==> src/rtl/mac_seq_ctrl_if.sv <==
// rtl/mac_seq_ctrl_if.sv - job, operand, MAC-side and result signal bundle for mac_seq_ctrl
`ifndef MAC_MIN_WIDTH
`define MAC_MIN_WIDTH 8
`endif
`ifndef MAC_INT_WIDTH
`define MAC_INT_WIDTH 32
`endif
`ifndef MAC_ACC_WIDTH
`define MAC_ACC_WIDTH 32
`endif
`ifndef MAC_CONF_WIDTH
`define MAC_CONF_WIDTH 4
`endif
`ifndef MAC_SINGLE
`define MAC_SINGLE 2'd0
`endif
`ifndef MAC_DUAL
`define MAC_DUAL 2'd1
`endif
`ifndef MAC_QUAD
`define MAC_QUAD 2'd2
`endif

interface mac_seq_ctrl_if #(
    parameter int LEN_W = 8
);
    // job request from the host/fabric
    logic                                     job_valid;
    logic                                     job_ready;
    logic [1:0]                               job_mode;
    logic                                     job_acc;
    logic [`MAC_ACC_WIDTH-1:0]                job_init;
    logic [LEN_W-1:0]                         job_len;
    // operand beat stream
    logic                                     op_valid;
    logic                                     op_ready;
    logic [4*`MAC_MIN_WIDTH-1:0]              op_a;
    logic [`MAC_MIN_WIDTH-1:0]                op_b;
    // MAC datapath side
    logic                                     mac_en;
    logic [`MAC_ACC_WIDTH+`MAC_CONF_WIDTH-1:0] mac_cfg;
    logic [`MAC_MIN_WIDTH-1:0]                mac_a0;
    logic [`MAC_MIN_WIDTH-1:0]                mac_a1;
    logic [`MAC_MIN_WIDTH-1:0]                mac_a2;
    logic [`MAC_MIN_WIDTH-1:0]                mac_a3;
    logic [`MAC_MIN_WIDTH-1:0]                mac_b2;
    logic [`MAC_INT_WIDTH-1:0]                mac_c;
    // result return
    logic                                     res_valid;
    logic                                     res_ready;
    logic [`MAC_INT_WIDTH-1:0]                res_data;

    // sequencer side
    modport master (
        input  job_valid, job_mode, job_acc, job_init, job_len,
        output job_ready,
        input  op_valid, op_a, op_b,
        output op_ready,
        output mac_en, mac_cfg, mac_a0, mac_a1, mac_a2, mac_a3, mac_b2,
        input  mac_c,
        output res_valid, res_data,
        input  res_ready
    );

    // host, operand source, MAC and result consumer side
    modport slave (
        output job_valid, job_mode, job_acc, job_init, job_len,
        input  job_ready,
        output op_valid, op_a, op_b,
        input  op_ready,
        input  mac_en, mac_cfg, mac_a0, mac_a1, mac_a2, mac_a3, mac_b2,
        output mac_c,
        input  res_valid, res_data,
        output res_ready
    );
endinterface

==> src/rtl/mac_seq_ctrl.sv <==
// rtl/mac_seq_ctrl.sv - job sequencer for one MAC block; MAC_SEQ_STALL_CNT_EN adds stall_cnt
`ifndef MAC_MIN_WIDTH
`define MAC_MIN_WIDTH 8
`endif
`ifndef MAC_INT_WIDTH
`define MAC_INT_WIDTH 32
`endif
`ifndef MAC_ACC_WIDTH
`define MAC_ACC_WIDTH 32
`endif
`ifndef MAC_CONF_WIDTH
`define MAC_CONF_WIDTH 4
`endif

module mac_seq_ctrl #(
    parameter int LEN_W       = 8,
    parameter int MAC_LATENCY = 1
) (
    input  logic                 clk,
    input  logic                 rst,
    mac_seq_ctrl_if.master       bus,
    output logic                 busy
`ifdef MAC_SEQ_STALL_CNT_EN
    ,
    output logic [15:0]          stall_cnt
`endif
);
    localparam int MIN_W  = `MAC_MIN_WIDTH;
    localparam int INT_W  = `MAC_INT_WIDTH;
    localparam int ACC_W  = `MAC_ACC_WIDTH;
    localparam int CONF_W = `MAC_CONF_WIDTH;
    localparam int CFG_W  = ACC_W + CONF_W;
    // drain counter must hold MAC_LATENCY+1
    localparam int DRN_W  = $clog2(MAC_LATENCY + 2);

    typedef enum logic [2:0] {
        IDLE   = 3'd0,
        LOAD   = 3'd1,
        STREAM = 3'd2,
        DRAIN  = 3'd3,
        DONE   = 3'd4
    } state_t;

    state_t             state_q, state_d;
    logic [LEN_W-1:0]   remain_q, remain_d;
    logic [DRN_W-1:0]   drain_q, drain_d;
    logic [CFG_W-1:0]   cfg_q, cfg_d;
    logic [4*MIN_W-1:0] opa_q, opa_d;
    logic [MIN_W-1:0]   b2_q, b2_d;
    logic               en_q, en_d;
    logic [INT_W-1:0]   res_q, res_d;
`ifdef MAC_SEQ_STALL_CNT_EN
    logic [15:0]        stall_q, stall_d;
`endif

    logic beat_accept;

    // state register and all datapath holding registers
    always_ff @(posedge clk or posedge rst) begin
        if (rst) begin
            state_q  <= IDLE;
            remain_q <= '0;
            drain_q  <= '0;
            cfg_q    <= '0;
            opa_q    <= '0;
            b2_q     <= '0;
            en_q     <= 1'b0;
            res_q    <= '0;
`ifdef MAC_SEQ_STALL_CNT_EN
            stall_q  <= '0;
`endif
        end else begin
            state_q  <= state_d;
            remain_q <= remain_d;
            drain_q  <= drain_d;
            cfg_q    <= cfg_d;
            opa_q    <= opa_d;
            b2_q     <= b2_d;
            en_q     <= en_d;
            res_q    <= res_d;
`ifdef MAC_SEQ_STALL_CNT_EN
            stall_q  <= stall_d;
`endif
        end
    end

    // a beat is only taken in STREAM while beats remain
    assign beat_accept = (state_q == STREAM) && (remain_q != '0) && bus.op_valid;

    // next-state and next-value logic for the job sequence
    always_comb begin
        state_d  = state_q;
        remain_d = remain_q;
        drain_d  = drain_q;
        cfg_d    = cfg_q;
        opa_d    = opa_q;
        b2_d     = b2_q;
        en_d     = 1'b0;
        res_d    = res_q;
`ifdef MAC_SEQ_STALL_CNT_EN
        stall_d  = stall_q;
`endif
        case (state_q)
            IDLE: begin
                if (bus.job_valid) begin
                    // cfg stays frozen from here until the next job is latched
                    cfg_d    = {bus.job_init, bus.job_acc, {(CONF_W-3){1'b0}}, bus.job_mode};
                    remain_d = bus.job_len;
`ifdef MAC_SEQ_STALL_CNT_EN
                    stall_d  = '0;
`endif
                    if (bus.job_len == '0) begin
                        // empty job: the result is just the init value, MAC untouched
                        res_d   = INT_W'(bus.job_init);
                        state_d = DONE;
                    end else begin
                        state_d = LOAD;
                    end
                end
            end
            LOAD: begin
                // one quiet cycle lets the accumulator pick up init before beat 1
                state_d = STREAM;
            end
            STREAM: begin
                if (beat_accept) begin
                    opa_d    = bus.op_a;
                    b2_d     = bus.op_b;
                    en_d     = 1'b1;
                    remain_d = remain_q - LEN_W'(1);
                    if (remain_q == LEN_W'(1)) begin
                        drain_d = DRN_W'(MAC_LATENCY + 1);
                        state_d = DRAIN;
                    end
                end
`ifdef MAC_SEQ_STALL_CNT_EN
                else if ((remain_q != '0) && (stall_q != 16'hFFFF)) begin
                    stall_d = stall_q + 16'd1;
                end
`endif
            end
            DRAIN: begin
                // operands keep their last values so a multiply-only pipeline holds its product
                if (drain_q == '0) begin
                    res_d   = bus.mac_c;
                    state_d = DONE;
                end else begin
                    drain_d = drain_q - DRN_W'(1);
                end
            end
            DONE: begin
                if (bus.res_ready) begin
                    state_d = IDLE;
                end
            end
            default: begin
                state_d = IDLE;
            end
        endcase
    end

    assign bus.job_ready = (state_q == IDLE);
    assign bus.op_ready  = (state_q == STREAM) && (remain_q != '0);
    assign bus.res_valid = (state_q == DONE);
    assign bus.res_data  = res_q;
    assign bus.mac_en    = en_q;
    assign bus.mac_cfg   = cfg_q;
    assign bus.mac_a0    = opa_q[0*MIN_W +: MIN_W];
    assign bus.mac_a1    = opa_q[1*MIN_W +: MIN_W];
    assign bus.mac_a2    = opa_q[2*MIN_W +: MIN_W];
    assign bus.mac_a3    = opa_q[3*MIN_W +: MIN_W];
    assign bus.mac_b2    = b2_q;
    assign busy          = (state_q != IDLE);
`ifdef MAC_SEQ_STALL_CNT_EN
    assign stall_cnt     = stall_q;
`endif

endmodule

==> src/flat_wrapper.sv <==
// flat-port wrapper written by rule: the top's interface ports become plain ports
module mac_seq_ctrl_flat 
#(
    parameter int LEN_W       = 8,
    parameter int MAC_LATENCY = 1
)
  (clk, rst, busy, bus_job_valid, bus_job_mode, bus_job_acc, bus_job_init, bus_job_len, bus_job_ready, bus_op_valid, bus_op_a, bus_op_b, bus_op_ready, bus_mac_en, bus_mac_cfg, bus_mac_a0, bus_mac_a1, bus_mac_a2, bus_mac_a3, bus_mac_b2, bus_mac_c, bus_res_valid, bus_res_data, bus_res_ready);
  mac_seq_ctrl_if #(.LEN_W(LEN_W)) bus_i ();
  input  logic clk;
  input  logic rst;
  output logic busy;
  input wire logic [$bits(bus_i.job_valid)-1:0] bus_job_valid;
  input wire logic [$bits(bus_i.job_mode)-1:0] bus_job_mode;
  input wire logic [$bits(bus_i.job_acc)-1:0] bus_job_acc;
  input wire logic [$bits(bus_i.job_init)-1:0] bus_job_init;
  input wire logic [$bits(bus_i.job_len)-1:0] bus_job_len;
  output wire logic [$bits(bus_i.job_ready)-1:0] bus_job_ready;
  input wire logic [$bits(bus_i.op_valid)-1:0] bus_op_valid;
  input wire logic [$bits(bus_i.op_a)-1:0] bus_op_a;
  input wire logic [$bits(bus_i.op_b)-1:0] bus_op_b;
  output wire logic [$bits(bus_i.op_ready)-1:0] bus_op_ready;
  output wire logic [$bits(bus_i.mac_en)-1:0] bus_mac_en;
  output wire logic [$bits(bus_i.mac_cfg)-1:0] bus_mac_cfg;
  output wire logic [$bits(bus_i.mac_a0)-1:0] bus_mac_a0;
  output wire logic [$bits(bus_i.mac_a1)-1:0] bus_mac_a1;
  output wire logic [$bits(bus_i.mac_a2)-1:0] bus_mac_a2;
  output wire logic [$bits(bus_i.mac_a3)-1:0] bus_mac_a3;
  output wire logic [$bits(bus_i.mac_b2)-1:0] bus_mac_b2;
  input wire logic [$bits(bus_i.mac_c)-1:0] bus_mac_c;
  output wire logic [$bits(bus_i.res_valid)-1:0] bus_res_valid;
  output wire logic [$bits(bus_i.res_data)-1:0] bus_res_data;
  input wire logic [$bits(bus_i.res_ready)-1:0] bus_res_ready;
  assign bus_i.job_valid = bus_job_valid;
  assign bus_i.job_mode = bus_job_mode;
  assign bus_i.job_acc = bus_job_acc;
  assign bus_i.job_init = bus_job_init;
  assign bus_i.job_len = bus_job_len;
  assign bus_job_ready = bus_i.job_ready;
  assign bus_i.op_valid = bus_op_valid;
  assign bus_i.op_a = bus_op_a;
  assign bus_i.op_b = bus_op_b;
  assign bus_op_ready = bus_i.op_ready;
  assign bus_mac_en = bus_i.mac_en;
  assign bus_mac_cfg = bus_i.mac_cfg;
  assign bus_mac_a0 = bus_i.mac_a0;
  assign bus_mac_a1 = bus_i.mac_a1;
  assign bus_mac_a2 = bus_i.mac_a2;
  assign bus_mac_a3 = bus_i.mac_a3;
  assign bus_mac_b2 = bus_i.mac_b2;
  assign bus_i.mac_c = bus_mac_c;
  assign bus_res_valid = bus_i.res_valid;
  assign bus_res_data = bus_i.res_data;
  assign bus_i.res_ready = bus_res_ready;
  mac_seq_ctrl #(.LEN_W(LEN_W), .MAC_LATENCY(MAC_LATENCY)) u_core (.clk(clk), .rst(rst), .bus(bus_i), .busy(busy));
endmodule
==> config.mk <==
export PLATFORM = sky130hd
export DESIGN_NAME = mac_seq_ctrl_flat
export DESIGN_NICKNAME = d
export VERILOG_FILES = /design/src/rtl/mac_seq_ctrl_if.sv /design/src/rtl/mac_seq_ctrl.sv /design/src/flat_wrapper.sv
export SDC_FILE = /design/constraint.sdc
export NUM_CORES = 1
export LEC_CHECK = 0
export BUFFER_PORTS_ARGS = -buffer_cell sky130_fd_sc_hd__buf_2
export CAP_MARGIN = 20
export CORE_ASPECT_RATIO = 2
export CORE_MARGIN = 3
export CORE_UTILIZATION = 50
export DETAILED_ROUTE_END_ITERATION = 6
export GPL_ROUTABILITY_DRIVEN = 0
export PLACE_DENSITY = 0.88
export SLEW_MARGIN = 20
export SYNTH_ARGS = -nofsm -noshare
export SYNTH_HDL_FRONTEND = slang
export SYNTH_SLANG_ARGS = --single-unit
==> constraint.sdc <==
create_clock -name clk -period 14 [get_ports clk]
set_clock_uncertainty 0.15 [all_clocks]
set_input_delay 4.2 -clock clk [delete_from_list [all_inputs] [get_ports clk]]
set_output_delay 4.2 -clock clk [all_outputs]
set_load 0.01 [all_outputs]
# == Yosys cells after proc, flatten, opt, wreduce, memory -nomap -nowiden ==
# Cells that the tools add are included.
# word_totals
output_inout_bits,113
inputBits,120
memories,0
wordCells,58
mem_bits_rw,0
mem_bits_ro,0
latchBits,0
regBits,121
# op_classes
multipliers,0
bitwise_logic,0
n_eq_ne,12
div_mod_pow,0
n_reduce_logical,16
muxes,20
magnitude_cmp,0
add_sub_neg,2
shifts,0
# ops
cell,n
32-bit 2-to-1 mux,3
32-bit case mux with 2 select lines,1
3-bit 2-to-1 mux,6
8-bit 2-to-1 mux,2
8-bit case mux with 2 select lines,1
3-bit case mux with 5 select lines,1
8-bit by 1-bit == test with 1-bit output (second input constant),1
8-bit zero test,1
2-bit by 1-bit inequality test with 1-bit output (second input constant),4
4-bit AND reduction,2
8-bit nonzero test,1
8-bit by 1-bit subtractor with 8-bit output (second input constant),1
3-bit by 2-bit == test with 1-bit output (second input constant),2
2-bit 2-to-1 mux,3
2-bit inequality test (second input constant),3
2-bit nonzero test,3
5-bit AND reduction,1
2-bit case mux with 2 select lines,1
2-bit AND reduction,2
3-bit by 1-bit == test with 1-bit output (second input constant),1
3-bit == test (second input constant),1
3-bit zero test,1
3-bit AND reduction,1
3-bit nonzero test,1
other kinds (4),6

# == Logic depth before layout (Yosys ltp) ==
# logic_depth
depth_word,5
ltp_mapped,8
ltp_nobuf,6

# == Worst setup path before layout ==
# No wires, ideal clock.
# synth_path
path_type,reg-to-output
start,register u_core.state_q[2]
end,output bus_op_ready
slack_ps,8270
stages_incl_launch_ff,6
t_required_ps,9650
t_arrival_ps,1380
path_cell_list,dfrtp_1 clkbuf_2 or3b_1 buf_2 buf_1 a21oi_1
# synth_via
elab_chain_len,2
# synth_lines
item,line,text
from (decl),mac_seq_ctrl.sv:44,"state_t state_q, state_d;"
from (signal assigned),mac_seq_ctrl.sv:73,state_q <= state_d;
3-bit by 2-bit == test with 1-bit output,mac_seq_ctrl.sv:163,assign bus.op_ready = (state_q == STREAM) && (remain_q != '0);
1-bit logical AND,mac_seq_ctrl.sv:163,
to (decl),flat_wrapper.sv:21,output wire logic [$bits(bus_i.op_ready)-1:0] bus_op_ready;
# Every way passes these cells.

# == Worst setup path in the final report ==
# layout_path
start,register u_core.remain_q[0]
end,output bus_op_ready
# layout_via
elab_chain_len,2
# layout_lines
item,line,text
from (decl),mac_seq_ctrl.sv:45,"logic [LEN_W-1:0] remain_q, remain_d;"
from (signal assigned),mac_seq_ctrl.sv:74,remain_q <= remain_d;
8-bit nonzero test,mac_seq_ctrl.sv:163,
1-bit logical AND,mac_seq_ctrl.sv:163,
# Every way passes these cells.

==> results_dict.tcl <==
set metrics [dict create \
    outcome "finished, final reports clean" \
    cpMaxStageDelayCell "nor4b_1" \
    drt_iter0_drc 189 \
    diodes 0 \
    ys_seq_area_frac 0.586 \
    cts_hold_buf 0 \
    p_comb_frac 0.377 \
    slew_violations 0 \
    synthTopCellsByCount "nand2_1 (145), dfrtp_1 (121), mux2_2 (40)" \
    nets 828 \
    synthFlopType "dfrtp_1" \
    min_path_type "flop to flop" \
    top_layer "met4" \
    grt_setup_unrepaired "false" \
    fp.dieArea_sq_um 11700 \
    cp.required_ns 9.65 \
    port_buffers 231 \
    cp_top_family "simple AND/OR/NAND/NOR gates" \
    synthDistinctLibCells 41 \
    p_clk_frac 0.254 \
    synth_edf_count 0 \
    drv_cap 0 \
    vias 4338 \
    wl_met1_um 4830 \
    start_util 0.523 \
    cts.sinks 121 \
    avgSynthCellArea_sq_um 10.8 \
    syn_to_final_growth_pct 35.4 \
    p_sw_uw 619 \
    grt_max_degree 66 \
    path_cells "inv_1 -> ha_1 -> nor4b_1 -> a21oi_1 -> buf_2" \
    synth_cells 477 \
    grt_pass1_wl_um 21500 \
    ant_nets 0 \
    leakage_uw 0.00366 \
    clkLatencyLatePin_ns 0.41 \
    drc_errors 0 \
    wl_um 13600 \
    layout_min_cycle_time_ns 6.42 \
    slew_headroom 0.293 \
    cts.path.max_buffers 2 \
    arrival_ns 2.07 \
    design_area_sq_um 7000 \
    met2_length_um 7320 \
    coreArea_sq_um 9890 \
    cts_made_buffers 17 \
    synth_top_area_frac 0.586 \
    synth_seq_cells 121 \
    cts_tree "yes" \
    cts_max_level 4 \
    cp_max_fo 8 \
    wl_met3_um 922 \
    finalSetupViolations 0 \
    async_flop_share 1.00 \
    synth_area_sq_um 5170 \
    dp_hpwl_um 10200 \
    syn_nets 601 \
    num_io_pins 233 \
    hold_viol 0 \
    endpoint_kind "primary output" \
    critical_path_buf_inv_count 2 \
    worstMarginPinSlew_ns 1.06 \
    die_height_um 150 \
    cp_slowest_stage_delay_ns 0.58 \
    antenna_found_initial 0 \
    cts_setup_buffers 0 \
    grt_pass1_vias 4537 \
    fin_crit_sh 0.459 \
    cellPowerDensity_nw_per_um2 243 \
    max_freq_mhz 156 \
    clockRootBuffer "clkbuf_16" \
    drive_above_1_share 0.439 \
    crit_type "flop to primary output" \
    total_power_uw 1700 \
    synth.most_common_cell "nand2_1" \
    fillers 717 \
    synth.area.top_cells "dfrtp_1 (59%), nand2_1 (11%), mux2_2 (8.7%)" \
    cts_resized 0 \
    p_int_uw 1080 \
    hold_ws_ns 0.321 \
    setup_tns_ns 0 \
    cts.clk_slew.worst_paths_ns 0.06 \
    worstSetupStartpointType "flop" \
    placed_cell_area_sq_um 6400 \
    vdd_ir_drop_max_mv 0.124 \
    vias_per_cell 5.11 \
    die_x_um 77.9 \
    p_sw_frac 0.364 \
    overflow 0 \
    wl_per_cell_um 16.0 \
    yosys.area.top_type "dfrtp_1" \
    fp-row-count 51 \
    grt_usage 0.238 \
    drtPass1Iterations 4 \
    ys_warn_count 0 \
    sequentialPowerShare 0.369 \
]
-- placed cells by master, fill, tap and decap left out, drive strengths merged, types with 3 or more instances in the layout --
master and instances:
buf 236, nand2 145, dfrtp 121, mux2 40
o21ai 38, mux2i 32, clkbuf 19, inv 14
a21oi 9, nor2 6, clkinv 5, nor3 4
ha 4, clkinvlp 4, nor4 3, nand3 3
o22ai 3, a22oi 3, nor4b 3
-- power by group through the flow --
stage / clock network [uW] / registers [uW] / logic [uW]
floorplan: 0 / 694 / 314
global placement: 0 / 617 / 618
detailed placement: 0 / 627 / 649
CTS: 439 / 625 / 649
global route: 456 / 645 / 705
finish: 432 / 626 / 641
-- flip-flops by register name, summed over array words and instances (netlist names) --
register,cells
u_core.state_q,3
u_core.bus.res_data,32
u_core.remain_q,8
u_core.bus.mac_cfg,35
u_core.bus.mac_en,1
u_core.drain_q,2
u_core.bus.mac_b2,8
u_core.opa_q,32
-- cell families after synthesis --
kind of cell / Yosys count / synth area share
AO/OA/AOI/OAI: 63 / 0.0733
adder cells (fa/ha/maj): 4 / 0.00968
buffers and inverters: 40 / 0.0390
flip-flops: 121 / 0.586
multiplexers: 72 / 0.149
other: 1 / 0.000725
AND/OR/NAND/NOR: 176 / 0.143
-- area by class of cell --
type | count | area (sq um) | share of cell area
timing repair buffer | 236 | 1190 | 0.170
clock inverter | 13 | 144 | 0.0206
tap | 132 | 165 | 0.0236
sequential | 121 | 3030 | 0.432
clock buffer | 19 | 453 | 0.0647
inverter | 12 | 47.5 | 0.00679
multi-input combinational | 316 | 1970 | 0.281
-- final timing paths --
path / depth (start not counted) / from / slack [ns] / to
max: 5 / u_core.remain_q[0] / 7.58 / bus_op_ready
min: 2 / u_core.bus.mac_cfg[34] / 0.32 / u_core.bus.mac_cfg[34]
max reg2reg: 4 / u_core.state_q[0] / 11.09 / u_core.bus.mac_b2[2]
min reg2reg: 2 / u_core.bus.mac_cfg[34] / 0.32 / u_core.bus.mac_cfg[34]
max in group asynchronous: 3 / rst / 8.66 / u_core.bus.mac_cfg[25]
min in group asynchronous: 2 / rst / 3.75 / u_core.bus.mac_b2[6]
-- metal layers --
| metal | up-vias | GRT usage |
|---|---|---|
| li1 | 2060 | - |
| met4 | 0 | 0.146 |
| met5 | - | 0 |
| met1 | 2042 | 0.250 |
| met3 | 40 | 0.0633 |
| met2 | 196 | 0.418 |
-- per-stage QoR --
stage	util	worst slack (ns)	cells
after CTS	0.708	7.58	849
after global routing	0.708	7.48	849
final	0.708	7.58	849
after global placement	0.648	8.07	817
after detailed placement	0.648	7.98	817
after floorplan	-	6.44	477
-- worst min-delay path, cell delays in order, from the launching register on --
cell and delay [ns]:
dfrtp_1 0.34, nand2_1 0.05, nand2_1 0.05
(Power assumes the default switching activity.)
